===== config.mk =====
export PLATFORM = sky130hd
export DESIGN_NAME = uart_tx_fifo
export DESIGN_NICKNAME = d
export VERILOG_FILES = /design/src/rtl/uart_tx_fifo.sv
export SDC_FILE = /design/constraint.sdc
export NUM_CORES = 1
export LEC_CHECK = 0
export BUFFER_PORTS_ARGS = -buffer_cell sky130_fd_sc_hd__buf_2
export CAP_MARGIN = 10
export CORE_UTILIZATION = 30
export CTS_CLUSTER_DIAMETER = 120
export DETAILED_ROUTE_END_ITERATION = 16
export SLEW_MARGIN = 5
export SYNTH_ARGS = -nofsm -noshare
export SYNTH_HDL_FRONTEND = slang
export SYNTH_SLANG_ARGS = --single-unit

===== constraint.sdc =====
create_clock -name clock -period 3.3 [get_ports clock]
set_input_delay 0.495 -clock clock [delete_from_list [all_inputs] [get_ports clock]]
set_output_delay 0.495 -clock clock [all_outputs]
set_load 0.05 [all_outputs]

===== src/rtl/uart_tx_fifo.sv =====
// Byte FIFO feeding a registered-output UART transmitter (8N1 frames, LSB first).
// Define UART_TX_PARITY_EN to insert an even-parity bit before the stop bit.
module uart_tx_fifo #(
   parameter int unsigned CLK_DIV = 16,
   parameter int unsigned FIFO_AW = 4
) (
   input  logic             clock,
   input  logic             reset,
   input  logic             wvalid,
   input  logic [7:0]       wdata,
   output logic             wready,
   output logic             tx,
   output logic             busy,
   output logic [FIFO_AW:0] level
);

   localparam int unsigned Depth = 2 ** FIFO_AW;
   localparam int unsigned BaudW = $clog2(CLK_DIV);

`ifdef UART_TX_PARITY_EN
   typedef enum logic [2:0] {StIdle, StStart, StData, StParity, StStop} state_e;
`else
   typedef enum logic [2:0] {StIdle, StStart, StData, StStop} state_e;
`endif

   // FIFO storage and pointers; pointers carry one extra bit for full/empty.
   logic [7:0]       mem_q [Depth];
   logic [FIFO_AW:0] wr_ptr_q, rd_ptr_q;
   logic             push, pop, empty, full;
   logic [7:0]       pop_data;

   assign level    = wr_ptr_q - rd_ptr_q;
   assign full     = (level == (FIFO_AW + 1)'(Depth));
   assign empty    = (level == '0);
   assign wready   = ~full;
   assign push     = wvalid & wready;
   assign pop_data = mem_q[rd_ptr_q[FIFO_AW-1:0]];

   always_ff @(posedge clock) begin
      if (push) begin
         mem_q[wr_ptr_q[FIFO_AW-1:0]] <= wdata;
      end
   end

   always_ff @(posedge clock or negedge reset) begin
      if (!reset) begin
         wr_ptr_q <= '0;
         rd_ptr_q <= '0;
      end else begin
         if (push) wr_ptr_q <= wr_ptr_q + 1'b1;
         if (pop)  rd_ptr_q <= rd_ptr_q + 1'b1;
      end
   end

   // Transmitter
   state_e           state_q, state_d;
   logic [BaudW-1:0] baud_q, baud_d;
   logic [2:0]       bit_q, bit_d;
   logic [7:0]       sh_q, sh_d;
   logic             tx_q, tx_d;
   logic             bit_end;
`ifdef UART_TX_PARITY_EN
   logic             par_q, par_d;
`endif

   assign bit_end = (baud_q == BaudW'(CLK_DIV - 1));

   always_comb begin
      state_d = state_q;
      baud_d  = baud_q;
      bit_d   = bit_q;
      sh_d    = sh_q;
      pop     = 1'b0;
`ifdef UART_TX_PARITY_EN
      par_d   = par_q;
`endif

      if (state_q != StIdle) begin
         baud_d = bit_end ? '0 : baud_q + 1'b1;
      end

      case (state_q)
         StIdle: begin
            if (!empty) begin
               pop     = 1'b1;
               state_d = StStart;
            end
         end
         StStart: begin
            if (bit_end) begin
               state_d = StData;
               bit_d   = 3'd0;
            end
         end
         StData: begin
            if (bit_end) begin
               sh_d  = {1'b0, sh_q[7:1]};
               bit_d = bit_q + 3'd1;
               if (bit_q == 3'd7) begin
`ifdef UART_TX_PARITY_EN
                  state_d = StParity;
`else
                  state_d = StStop;
`endif
               end
            end
         end
`ifdef UART_TX_PARITY_EN
         StParity: begin
            if (bit_end) state_d = StStop;
         end
`endif
         StStop: begin
            if (bit_end) begin
               // Pop straight into the next start bit so frames run back to back.
               if (!empty) begin
                  pop     = 1'b1;
                  state_d = StStart;
               end else begin
                  state_d = StIdle;
               end
            end
         end
         default: state_d = StIdle;
      endcase

      if (pop) begin
         sh_d = pop_data;
`ifdef UART_TX_PARITY_EN
         par_d = ^pop_data;
`endif
      end

      // tx is computed from the next state so the line register changes on bit boundaries.
      case (state_d)
         StStart:  tx_d = 1'b0;
         StData:   tx_d = sh_d[0];
`ifdef UART_TX_PARITY_EN
         StParity: tx_d = par_q;
`endif
         default:  tx_d = 1'b1;
      endcase
   end

   always_ff @(posedge clock or negedge reset) begin
      if (!reset) begin
         state_q <= StIdle;
         baud_q  <= '0;
         bit_q   <= '0;
         sh_q    <= '0;
         tx_q    <= 1'b1;
`ifdef UART_TX_PARITY_EN
         par_q   <= 1'b0;
`endif
      end else begin
         state_q <= state_d;
         baud_q  <= baud_d;
         bit_q   <= bit_d;
         sh_q    <= sh_d;
         tx_q    <= tx_d;
`ifdef UART_TX_PARITY_EN
         par_q   <= par_d;
`endif
      end
   end

   assign tx   = tx_q;
   assign busy = (state_q != StIdle) | ~empty;

endmodule


After elaboration in Yosys (flattened, before gate mapping)
Memory sizes are Yosys's and may differ from the RTL's.
Index checks and enable logic that the tools add are counted.
Word-level totals
  flip-flop bits (word level): 29
  memory bits (writable): 128
  bits of input ports: 11
  word-level logic and storage cells: 56
  memories: 1
Cells by class
  add/subtract/negate cells: 5
  equal/unequal tests: 10
  mux-type cells: 20
  bitwise operators: 4
  reduce and logical (&&, ||, !) cells: 8
Memories
  mem_q: words 16, width 8, read ports 1, clocked after memory_dff 0, wr ports 1, RTL line 27  | logic [7:0] mem_q [Depth];
Operators by type and width (number)
  $mux W8: 3
  $mux W3: 7
  $pmux W3 S4: 1
  $add A5 B1 Y5 const B: 2
  $eq A3 B2 Y1 const B: 3
  $eq A3 B1 Y1 const B: 2
  $pmux W3 S2: 1
  $reduce_bool A2 Y1: 3
  $eq A5 B5 Y1 const B: 1
  $logic_not A5 Y1: 1
  $mux W1: 5
  $sub A5 B5 Y5: 1
  $add A4 B1 Y4 const B: 1
  $eq A4 B4 Y1 const B: 1
  $mux W4: 1
  $ne A2 B2 Y1 const B: 2
  $pmux W1 S2: 2
  $add A3 B1 Y3 const B: 1
  $eq A3 B3 Y1 const B: 1
  $logic_not A3 Y1: 1
  $reduce_and A3 Y1: 1
  $reduce_bool A3 Y1: 1
  $not A1 Y1: 2
  $reduce_and A2 Y1: 1
  other kinds (2): 2

Depth between registers and ports, before layout
Gate-level depths: netlist of the first run.
  word-level depth: 7
  depth in mapped cells: 10

Least setup slack after synthesis of the first run
Ideal clock, no wire load.
  path kind: reg-to-reg
  start: register rd_ptr_q[2]
  end: memory mem_q[3][0] (enable)
  setup time: 0.383 ns
  data arrival time: 3.716 ns
  required time: 2.917 ns
  slack: -0.799 ns
  stages on the path, launching flop included: 9
  cells stage by stage: dfrtp_1 -> buf_1 -> inv_2 -> ha_1 -> xor2_1 -> and4b_4 -> o211ai_4 -> nand3_1 -> nor3_1
Between the ends
  longest elaborated chain between the ends: 6
Ends and longest elaborated chain
  from (decl): RTL line 28  | logic [FIFO_AW:0] wr_ptr_q, rd_ptr_q;
  from (signal assigned): RTL line 51  | if (pop) rd_ptr_q <= rd_ptr_q + 1'b1;
  $sub A5 B5 Y5: RTL line 32  | assign level = wr_ptr_q - rd_ptr_q;
  net level[2]: RTL line 14  | output logic [FIFO_AW:0] level
  $eq A5 B5 Y1: RTL line 33  | assign full = (level == (FIFO_AW + 1)'(Depth));
  $not A1 Y1: RTL line 35  | assign wready = ~full;
  net wready: RTL line 11  | output logic wready,
  $and A1 B1 Y1: RTL line 36  | assign push = wvalid & wready;
  $mux W1: RTL line 40  | if (push) begin
  $mux W1 (not written as such): RTL line 41  | mem_q[wr_ptr_q[FIFO_AW-1:0]] <= wdata;
  to (decl): RTL line 27
The timed path passes the listed nets, and every way through them passes these cells.

Final worst setup path of the first run
  start: register wr_ptr_q[0]
  end: output wready
Between the ends
  longest elaborated chain between the ends: 3
Ends and longest elaborated chain
  from (decl): RTL line 28
  from (signal assigned): RTL line 50  | if (push) wr_ptr_q <= wr_ptr_q + 1'b1;
  $sub A5 B5 Y5: RTL line 32
  $eq A5 B5 Y1: RTL line 33
  $not A1 Y1: RTL line 35
  to (decl): RTL line 11
No other way between the ends.

==> flow_metrics.tcl, run 1 <==
set metrics [dict create \
    netlist.area_leader.share_pct 57.6 \
    syn_area_per_cell_sq_um 16.6 \
    io_buffers 18 \
    htree_levels 4 \
    setup_viol 0 \
    instances_no_fill 726 \
    crit_path_max_incr_delay_ps 450 \
    drive_gt1_share_pct 27.1 \
    first_global_vias 3703 \
    max_clock_freq_ghz 0.310 \
    cts.sinks 157 \
    total_power_mw 7.35 \
    syn-instance-count 403 \
    hpwl_microns 9350 \
    power-per-cell-area_nw_per_um2 951 \
    crit_buf_inv 4 \
    slowest_stage "fa_2" \
    leakage_nw 2.72 \
    syn-cell-area_sq_um 6680 \
    critPathCaptureType "output port" \
    post-route-min-period_ps 3220 \
    die_w_microns 151 \
    irDropWorstVdd_uv 892 \
    status "finished, final reports clean" \
    hold_violations 0 \
    rsz0062_at_grt "true" \
    startpoint_type "register" \
    drv_cap 0 \
    cts_tree "built" \
    detail_route.wl_per_cell_microns 19.1 \
    core.rowCount 54 \
    required_ps 2800 \
    clockRootBuffer "clkbuf_16" \
    ioPinCount 19 \
    fin_worst_skew_ps 9.77 \
    synth_area_leaders "edfxtp_1 (58%), mux4_2 (11%), dfrtp_1 (10%)" \
    cp.arrival_ps 2730 \
    slew_headroom_pct 53.6 \
    grt_pass1_wl_microns 21800 \
    worst_slew_pin_slew_ps 696 \
    synth.most_common_cell "edfxtp_1" \
    cp_max_fo 6 \
    synth_edf_count 128 \
    dpl.cell_count 692 \
    dieArea_sq_um 22900 \
    syn_to_final_growth_pct 15.8 \
    worstPathCellList "inv_1 > ha_1 > inv_1 > fa_2 > nand3b_1 > a211oi_4 > buf_4 > o211ai_4 > buf_6" \
    clock_path_buffers 2 \
    synth-main-ff-cell "edfxtp_1" \
    ys_seq_area_share_pct 68.5 \
    start_util_pct 30.6 \
    place.gp.congestion 0.827 \
    grt.total_usage_pct 13.3 \
    cts_made_buffers 17 \
    grt_max_degree 36 \
    coreArea_sq_um 21800 \
    synth-seq-cells 157 \
    period_share_pct 97.6 \
    async_reset_ff_share_pct 18.5 \
    synth_top_area_cell "edfxtp_1" \
    clk_pin_slew_ps 70 \
    fin_hold_ws_ps 108 \
    ys_warn_count 0 \
    cts_hold_buf 0 \
    die_h_microns 151 \
    ys_types 44 \
    fin_nets 457 \
    wirelength_microns 13800 \
    detail-route-antenna-nets 0 \
    diodes 0 \
    antenna_found_initial 0 \
    globalRoute.totalOverflow 0 \
    worstSetupPathType "reg -> out" \
    vias 3544 \
    worst_path_most_repeated_cell "inv_1" \
    ys_top_cells_by_count "edfxtp_1 (128), nand2_1 (54), mux4_2 (33), dfrtp_1 (28), a21oi_1 (18)" \
    critPathTopFamily "adder cells" \
    viasPerCell 4.88 \
    drtIter0Drc 364 \
    clk-insertion-delay-late_ps 430 \
    hold_path.class "in -> async" \
    route.detailed.drc 0 \
    synthesis.nets 427 \
    first_pass_iters 5 \
    maxSlewViolCount 0 \
]
==> path summary, 6_finish.rpt <==
check | start | end | slack, ps | cells after the start
worst max-delay path | wr_ptr_q[0] | wready | 80 | 9
worst min-delay path | reset | rd_ptr_q[4] | 110 | 1
worst max register to register | wr_ptr_q[0] | mem_q[1][0] | 160 | 10
worst min register to register | rd_ptr_q[4] | rd_ptr_q[4] | 490 | 1
max in group asynchronous | reset | rd_ptr_q[0] | 2700 | 1
min in group clock | wvalid | wr_ptr_q[1] | 390 | 3
==> where the power goes <==
part | internal (mW) | total, mW | switching (mW)
sequential | 2.48 | 2.66 | 0.181
combinational | 1.07 | 2.81 | 1.74
clock | 1.11 | 1.88 | 0.773
==> through the flow <==
step                setup TNS (ps)  setup slack [ps]  instance area, sq um  util (%)
floorplan                    -31.3             -3.92                  6720         -
global placement                 0               412                  7130      32.7
detailed placement               0               327                  7130      32.7
CTS                              0              20.1                  7700      35.3
global route                 -85.0             -50.7                  7730      35.4
finish                           0              79.0                  7730      35.4
==> worst reg2reg max path: stages, from the launching register on <==
cell and delay, ps:
dfrtp_1 410, inv_1 160, ha_1 180, inv_1 60, fa_2 550, nand3b_1 170, a211oi_4 70, buf_4 160
o211ai_4 290, and2_4 300, and3_1 440
==> cell usage in the layout (no fill, tap or decap), types with 3 or more instances in the layout <==
| cell type | synthesis | layout |
|---|---|---|
| a21oi_1 | 18 | 18 |
| a31oi_1 | 3 | 3 |
| and2_1 | 3 | 3 |
| and3_1 | 16 | 8 |
| and3_2 | 0 | 8 |
| buf_2 | 5 | 17 |
| buf_4 | 2 | 8 |
| clkbuf_16 | 0 | 17 |
| clkinv_2 | 0 | 5 |
| clkinvlp_4 | 0 | 3 |
| dfrtp_1 | 28 | 27 |
| edfxtp_1 | 128 | 128 |
| ha_1 | 12 | 12 |
| inv_1 | 6 | 6 |
| inv_6 | 0 | 3 |
| mux2_2 | 4 | 4 |
| mux2i_1 | 14 | 14 |
| mux4_2 | 33 | 33 |
| nand2_1 | 54 | 54 |
| nand3_1 | 8 | 8 |
| nand4_1 | 3 | 3 |
| nor2_1 | 4 | 4 |
| nor2b_1 | 7 | 6 |
| o21ai_0 | 9 | 9 |
| xnor2_1 | 8 | 8 |
| xor2_1 | 4 | 3 |
==> timing repair <==
action,CTS,global route
setup buffers,0,2
resized for setup,0,4
endpoints found under the setup margin,0,1
==> state kept, by name (all words and copies together), names as in the netlist <==
signal	cells
baud_q	4
mem_q	128
wr_ptr_q	5
tx	1
sh_q	8
bit_q	3
rd_ptr_q	5
state_q	3
==> cells by family (layout without fill, tap and decap cells) <==
kind of cell	after synthesis	count (layout)	synth area share [%]
compound gates	37	37	3.67
xor+xnor	12	12	1.57
other cells	1	1	0.0562
simple gates	108	108	8.23
buf+inv	24	67	1.56
fa+ha+maj	13	13	2.55
flops	157	157	68.5
mux	51	51	13.9
==> layer usage <==
layer	wire length (microns)	global-route usage, %	vias up	part of all wire (%)
li1	-	-	1611	-
met1	6430	18.2	1834	46
met2	6520	20.8	92	47
met3	814	3.83	7	5.9
met4	88	3.30	0	0.64
met5	0	0	-	0
==> final cells by class <==
class / instances / area (sq um)
timing repair buffer: 26 / 156
inverter: 9 / 33.8
fill: 2066 / 14100
clock inverter: 14 / 143
clock buffer: 18 / 429
tap: 280 / 350
multi-input combinational: 222 / 2050
sequential: 157 / 4570
No activity file was read; power rests on OpenSTA's default activity.
==> run 2, diff against run 1 <==
PLACE_DENSITY = 0.57   (was default)
==> run 2 against run 1 <==
Net effect: die area did not move; via count rose by 0.59%; setup slack improved by 71 ps; combinational power barely moved; global-route usage fell by 0.068 points; final cell count fell by 0.14%; non-clock buffer count fell by 1; fmax rose by 2.3%; sequential cell count did not move; largest cell class unchanged; highest routed layer unchanged.
==> flow_metrics.tcl, run 2 (synthesis gave the netlist of run 1 again) <==
set metrics [dict create \
    grt_max_degree 36 \
    worst_path_most_repeated_cell "inv_1" \
    irDropWorstVdd_uv 720 \
    rr_startpoint "wr_ptr_q[0]" \
    worstPathCellList "inv_1 > ha_1 > inv_1 > fa_2 > nand3b_1 > a211oi_4 > buf_4 > o211ai_4 > buf_6" \
    cts_made_buffers 17 \
    cts.sinks 157 \
    diodes 0 \
    crit_buf_inv 4 \
    clk_pin_slew_ps 60 \
    critPathTopFamily "adder cells" \
    fillCellCount 2029 \
    period_share_pct 95.4 \
    required_ps 2800 \
    core.rowCount 54 \
    slowest_stage "fa_2" \
    io_buffers 18 \
    first_global_vias 3617 \
    hpwl_microns 9360 \
    worstSetupPathType "reg -> out" \
    power_frac_seq_pct 35.5 \
    fin_nets 456 \
    critPathCaptureType "output port" \
    drv_cap 0 \
    cp_max_fo 6 \
    route.detailed.drc 0 \
    grt.total_usage_pct 13.3 \
    power-per-cell-area_nw_per_um2 964 \
    hold_path.class "in -> async" \
    layout_commonest_cell "edfxtp_1" \
    regArea_sq_um 4570 \
    start_util_pct 30.6 \
    viasPerCell 4.92 \
    coreArea_sq_um 21800 \
    htree_levels 4 \
    slew_headroom_pct 53.7 \
    post-route-min-period_ps 3150 \
    setup_ws_ps 151 \
    fin_worst_skew_ps 8.72 \
    wirelength_microns 13900 \
    clock_path_buffers 2 \
    startpoint_type "register" \
    pwr-share-comb_pct 37.2 \
    instances_no_fill 725 \
    power_switching_mw 2.68 \
    tns_ps 0 \
    rr_worst_depth 10 \
    detail_route.wl_per_cell_microns 19.1 \
    first_pass_iters 4 \
    crit_path_max_incr_delay_ps 450 \
    vias 3565 \
    worst_slew_pin_slew_ps 694 \
    r2r-end "mem_q[14][5]" \
    place_area_sq_um 7120 \
    ioPinCount 19 \
    multiInputGateArea_sq_um 2050 \
    clockRootBuffer "clkbuf_16" \
    status "finished, final reports clean" \
    place_ws_ps 354 \
    sw_frac_of_total_pct 35.8 \
    detail-route-antenna-nets 0 \
    syn_to_final_growth_pct 16.5 \
    globalRoute.totalOverflow 0 \
    clock_power_share_pct 27.3 \
    final_cell_mix "edfxtp_1 (128), nand2_1 (54), mux4_2 (33)" \
    maxSlewViolCount 0 \
    cts_tree "built" \
    cp.arrival_ps 2650 \
    drtIter0Drc 429 \
    leakage_nw 2.74 \
    setup_viol 0 \
    place.gp.congestion 0.782 \
    clk-insertion-delay-late_ps 430 \
    die_w_microns 151 \
    grt_pass1_wl_microns 21600 \
    final_area_sq_um 7780 \
    r2r_setup_slack_ps 230 \
    max_clock_freq_ghz 0.318 \
    drive_gt1_share_pct 26.5 \
    die_h_microns 151 \
    dpl.cell_count 691 \
    p_int_mw 4.82 \
    dieArea_sq_um 22900 \
    antenna_found_initial 0 \
    hold_violations 0 \
    largest_reg_flops 128 \
]
run 2: cell count changes in the layout (fill, tap and decap cells not counted), sizes merged:
cell / previous run / this run
clkinvlp: 3 / 2
inv: 11 / 9
clkbuf: 18 / 19
buf: 26 / 25
bufinv: 2 / 4
run 2: how the worst max path moves through the flow:
stage / from / to / slack (ps) / cells past startpoint
finish: wr_ptr_q[0] / wready / 150 / 9
global route: wr_ptr_q[0] / wready / -4 / 9
CTS: wr_ptr_q[0] / busy / 20 / 9
detailed placement: wr_ptr_q[0] / mem_q[9][3] / 350 / 9
global placement: wr_ptr_q[0] / mem_q[14][4] / 440 / 9
floorplan: rd_ptr_q[1] / mem_q[3][0] / -4 / 8
run 2: per-stage QoR:
step | power [mW] | util, % | hold slack (ps)
floorplan | 4.80 | - | 199
CTS | 7.52 | 35.5 | 133
finish | 7.50 | 35.6 | 118
global placement | 5.44 | 32.6 | 485
global route | 7.88 | 35.6 | 167
detailed placement | 5.47 | 32.6 | 492
run 2: area by class of cell:
cell class / count / area share (%)
Sequential cell: 157 / 58.8
Inverter: 9 / 0.434
Tap cell: 280 / 4.50
Timing Repair Buffer: 25 / 1.95
Multi-Input combinational cell: 222 / 26.3
Clock inverter: 13 / 2.46
Clock buffer: 19 / 5.56
run 2: what timing repair did:
item | CTS | global route
endpoints found under the setup margin | 0 | 2
buffers inserted | 0 | 2
hold buffers | 0 | 0
gates resized for setup | 0 | 6
run 2: worst reg2reg max path: cells and delay by family (launching register included):
family,cells,cell delay [ps]
AOI/OAI and AO/OA,2,360
adders and majority gates,2,720
buffers and inverters,3,370
DFF,1,400
and+or+nand+nor,3,890
run 2: power by group through the flow:
| stage | clock network, mW | logic [mW] | registers (mW) |
|---|---|---|---|
| 4_1_cts | 2.08 | 2.77 | 2.66 |
| 6_report | 2.05 | 2.79 | 2.66 |
| 5_1_grt | 2.15 | 3.03 | 2.70 |
| 2_1_floorplan | 0 | 2.15 | 2.65 |
| 3_5_place_dp | 0 | 2.77 | 2.70 |
| 3_3_place_gp | 0 | 2.74 | 2.70 |
run 2: metal layers:
| metal | GRT usage [%] | up-vias | wire, microns |
|---|---|---|---|
| li1 | - | 1612 | - |
| met1 | 18.0 | 1851 | 6420 |
| met2 | 20.9 | 85 | 6730 |
| met3 | 2.80 | 17 | 547 |
| met4 | 4.80 | 0 | 182 |
| met5 | 0 | - | 0 |
==> run 3, diff against run 2 <==
--- a/config.mk
+++ b/config.mk
@@ -9,6 +9,6 @@
 export CAP_MARGIN = 10
-export CORE_UTILIZATION = 30
+export CORE_UTILIZATION = 50
 export CTS_CLUSTER_DIAMETER = 120
 export DETAILED_ROUTE_END_ITERATION = 16
-export PLACE_DENSITY = 0.57
+export PLACE_DENSITY = 0.8
 export SLEW_MARGIN = 5
==> constraint.sdc (replaced) <==
create_clock -name clock -period 2.6 [get_ports clock]
set_input_delay 0.52 -clock clock [delete_from_list [all_inputs] [get_ports clock]]
set_output_delay 0.52 -clock clock [all_outputs]
set_load 0.05 [all_outputs]
==> run 3 against run 2 <==
Net effect: the flow now finishes with violations (setup timing); combinational power grew 59%; non-clock buffer count is 27 higher; total power increased by 36%; clock skew is 0.67 ps lower; first-iteration DRC count is 28% lower; global-route usage increased by 8.8 points; critical path depth unchanged; clock-buffer cell count increased by 1; sequential share of layout area shrank 1.8 points; core utilization rose by 27 points; largest power group unchanged.
==> flow_metrics.tcl, run 3 (synthesis gave the netlist of run 1 again) <==
set metrics [dict create \
    antenna_found_initial 0 \
    cts_made_buffers 17 \
    coreArea_sq_um 12800 \
    clockRootBuffer "clkbuf_16" \
    grt_pass1_wl_microns 21800 \
    cts_tree "built" \
    worstSetupPathType "reg -> out" \
    irDropWorstVdd_uv 1020 \
    startpoint_type "register" \
    multiInputGateArea_sq_um 2210 \
    power-per-cell-area_nw_per_um2 1270 \
    wirelength_microns 14200 \
    dieArea_sq_um 13800 \
    detail-route-antenna-nets 0 \
    period_share_pct 113 \
    maxSlewViolCount 0 \
    vias 3744 \
    cp_max_fo 3 \
    place_ws_ps -65.7 \
    critPathCaptureType "output port" \
    final_cell_mix "edfxtp_1 (128), nand2_1 (52), mux4_2 (33)" \
    grt_max_degree 36 \
    clock_path_buffers 2 \
    fin_nets 484 \
    viasPerCell 5.80 \
    r2r_setup_slack_ps -240 \
    hold_violations 0 \
    required_ps 2080 \
    fin_worst_skew_ps 8.05 \
    leakage_nw 2.88 \
    cp.arrival_ps 2430 \
    worstPathCellList "inv_2 > ha_4 > inv_2 > fa_2 > nand3b_1 > a211oi_4 > buf_6 > o211ai_4 > buf_6" \
    worst_slew_pin_slew_ps 689 \
    start_util_pct 52.1 \
    cts.sinks 157 \
    fin_hold_ws_ps 145 \
    drtIter0Drc 307 \
    slowest_stage "fa_2" \
    rr_startpoint "wr_ptr_q[0]" \
    layout_commonest_cell "edfxtp_1" \
    clk-insertion-delay-late_ps 420 \
    htree_levels 4 \
    hpwl_microns 9170 \
    core.rowCount 41 \
    violations "setup timing" \
    slew_headroom_pct 54.1 \
    r2r-end "mem_q[15][5]" \
    diodes 0 \
    rsz0062_at_grt "true" \
    cts_hold_buf 0 \
    hold_path.class "in -> async" \
    setup_viol 135 \
    crit_path_max_incr_delay_ps 460 \
    die_h_microns 118 \
    largest_reg_flops 128 \
    rr_worst_depth 13 \
    post-route-min-period_ps 2950 \
    status "complete, but fails checks" \
    io_buffers 18 \
    drv_cap 0 \
    die_w_microns 118 \
    regArea_sq_um 4570 \
    place.gp.congestion 0.828 \
    detail_route.wl_per_cell_microns 22.1 \
    setup_ws_ps -347 \
    fillCellCount 897 \
    syn_to_final_growth_pct 20.3 \
    first_global_vias 3893 \
    clk_pin_slew_ps 60 \
    globalRoute.totalOverflow 0 \
    ioPinCount 19 \
    drive_gt1_share_pct 35.5 \
    max_clock_freq_ghz 0.339 \
    first_pass_iters 6 \
    grt.total_usage_pct 22.0 \
    route.detailed.drc 0 \
]
## run 3: cell count changes in the layout (fill, tap and decap cells not counted), sizes merged
cell      change
buf          +27
inv           +4
bufinv        -2
clkinvlp      -2
and2          +1
clkbuf        +1
clkinv        -1
## run 3: critical path: cells and delay by family (launching register included)
kind / cells / cell delay (ps)
adders and majority gates: 2 / 590
DFF: 1 / 400
and+or+nand+nor: 1 / 230
buffers and inverters: 4 / 440
AOI/OAI and AO/OA: 2 / 340
## run 3: metrics by stage
step	cell area, sq um	power, mW	util, %	setup TNS (ps)	instances
final	8030	10.2	62.6	-26880	645
after global routing	8030	10.7	62.6	-38410	645
after CTS	7920	9.89	61.7	-23270	639
after detailed placement	7190	7.20	56.0	-3300	598
after global placement	7190	7.06	56.0	0	598
after floorplan	6810	6.22	-	-58120	403
## run 3: final cells by class
class,instances,share of cell area (%)
Tap cell,172,2.68
Clock buffer,20,5.44
Multi-Input combinational cell,223,27.6
Clock inverter,12,1.68
Timing Repair Buffer,52,5.14
Sequential cell,157,56.9
Inverter,9,0.545
## run 3: worst max-delay path by stage
| stage | from | to | slack (ps) |
|---|---|---|---|
| after floorplan | wr_ptr_q[0] | mem_q[4][0] | -490 |
| after global placement | wr_ptr_q[0] | mem_q[1][2] | 10 |
| after detailed placement | wr_ptr_q[0] | mem_q[1][1] | -70 |
| after CTS | rd_ptr_q[0] | wready | -330 |
| after global routing | wr_ptr_q[0] | wready | -440 |
| final | wr_ptr_q[0] | wready | -350 |
## run 3: power breakdown
part	total [mW]	leakage [nW]	internal, mW	switching [mW]
sequential	3.38	1.50	3.15	0.231
combinational	4.45	1.10	1.92	2.53
clock	2.39	0.285	1.43	0.969
## run 3: layer usage
layer,routed length [microns],share of wire (%),track usage [%]
met1,5550,39,27.5
met2,7340,52,35.8
met3,970,6.8,6.30
met4,366,2.6,10.2
met5,0,0,0
## run 3: repair_timing
item                       4_1_cts  5_1_grt
cloned                           1        0
pin swaps                        6        7
buffers inserted                 8        8
resized for setup               22       15
setup endpoints to repair      132      138
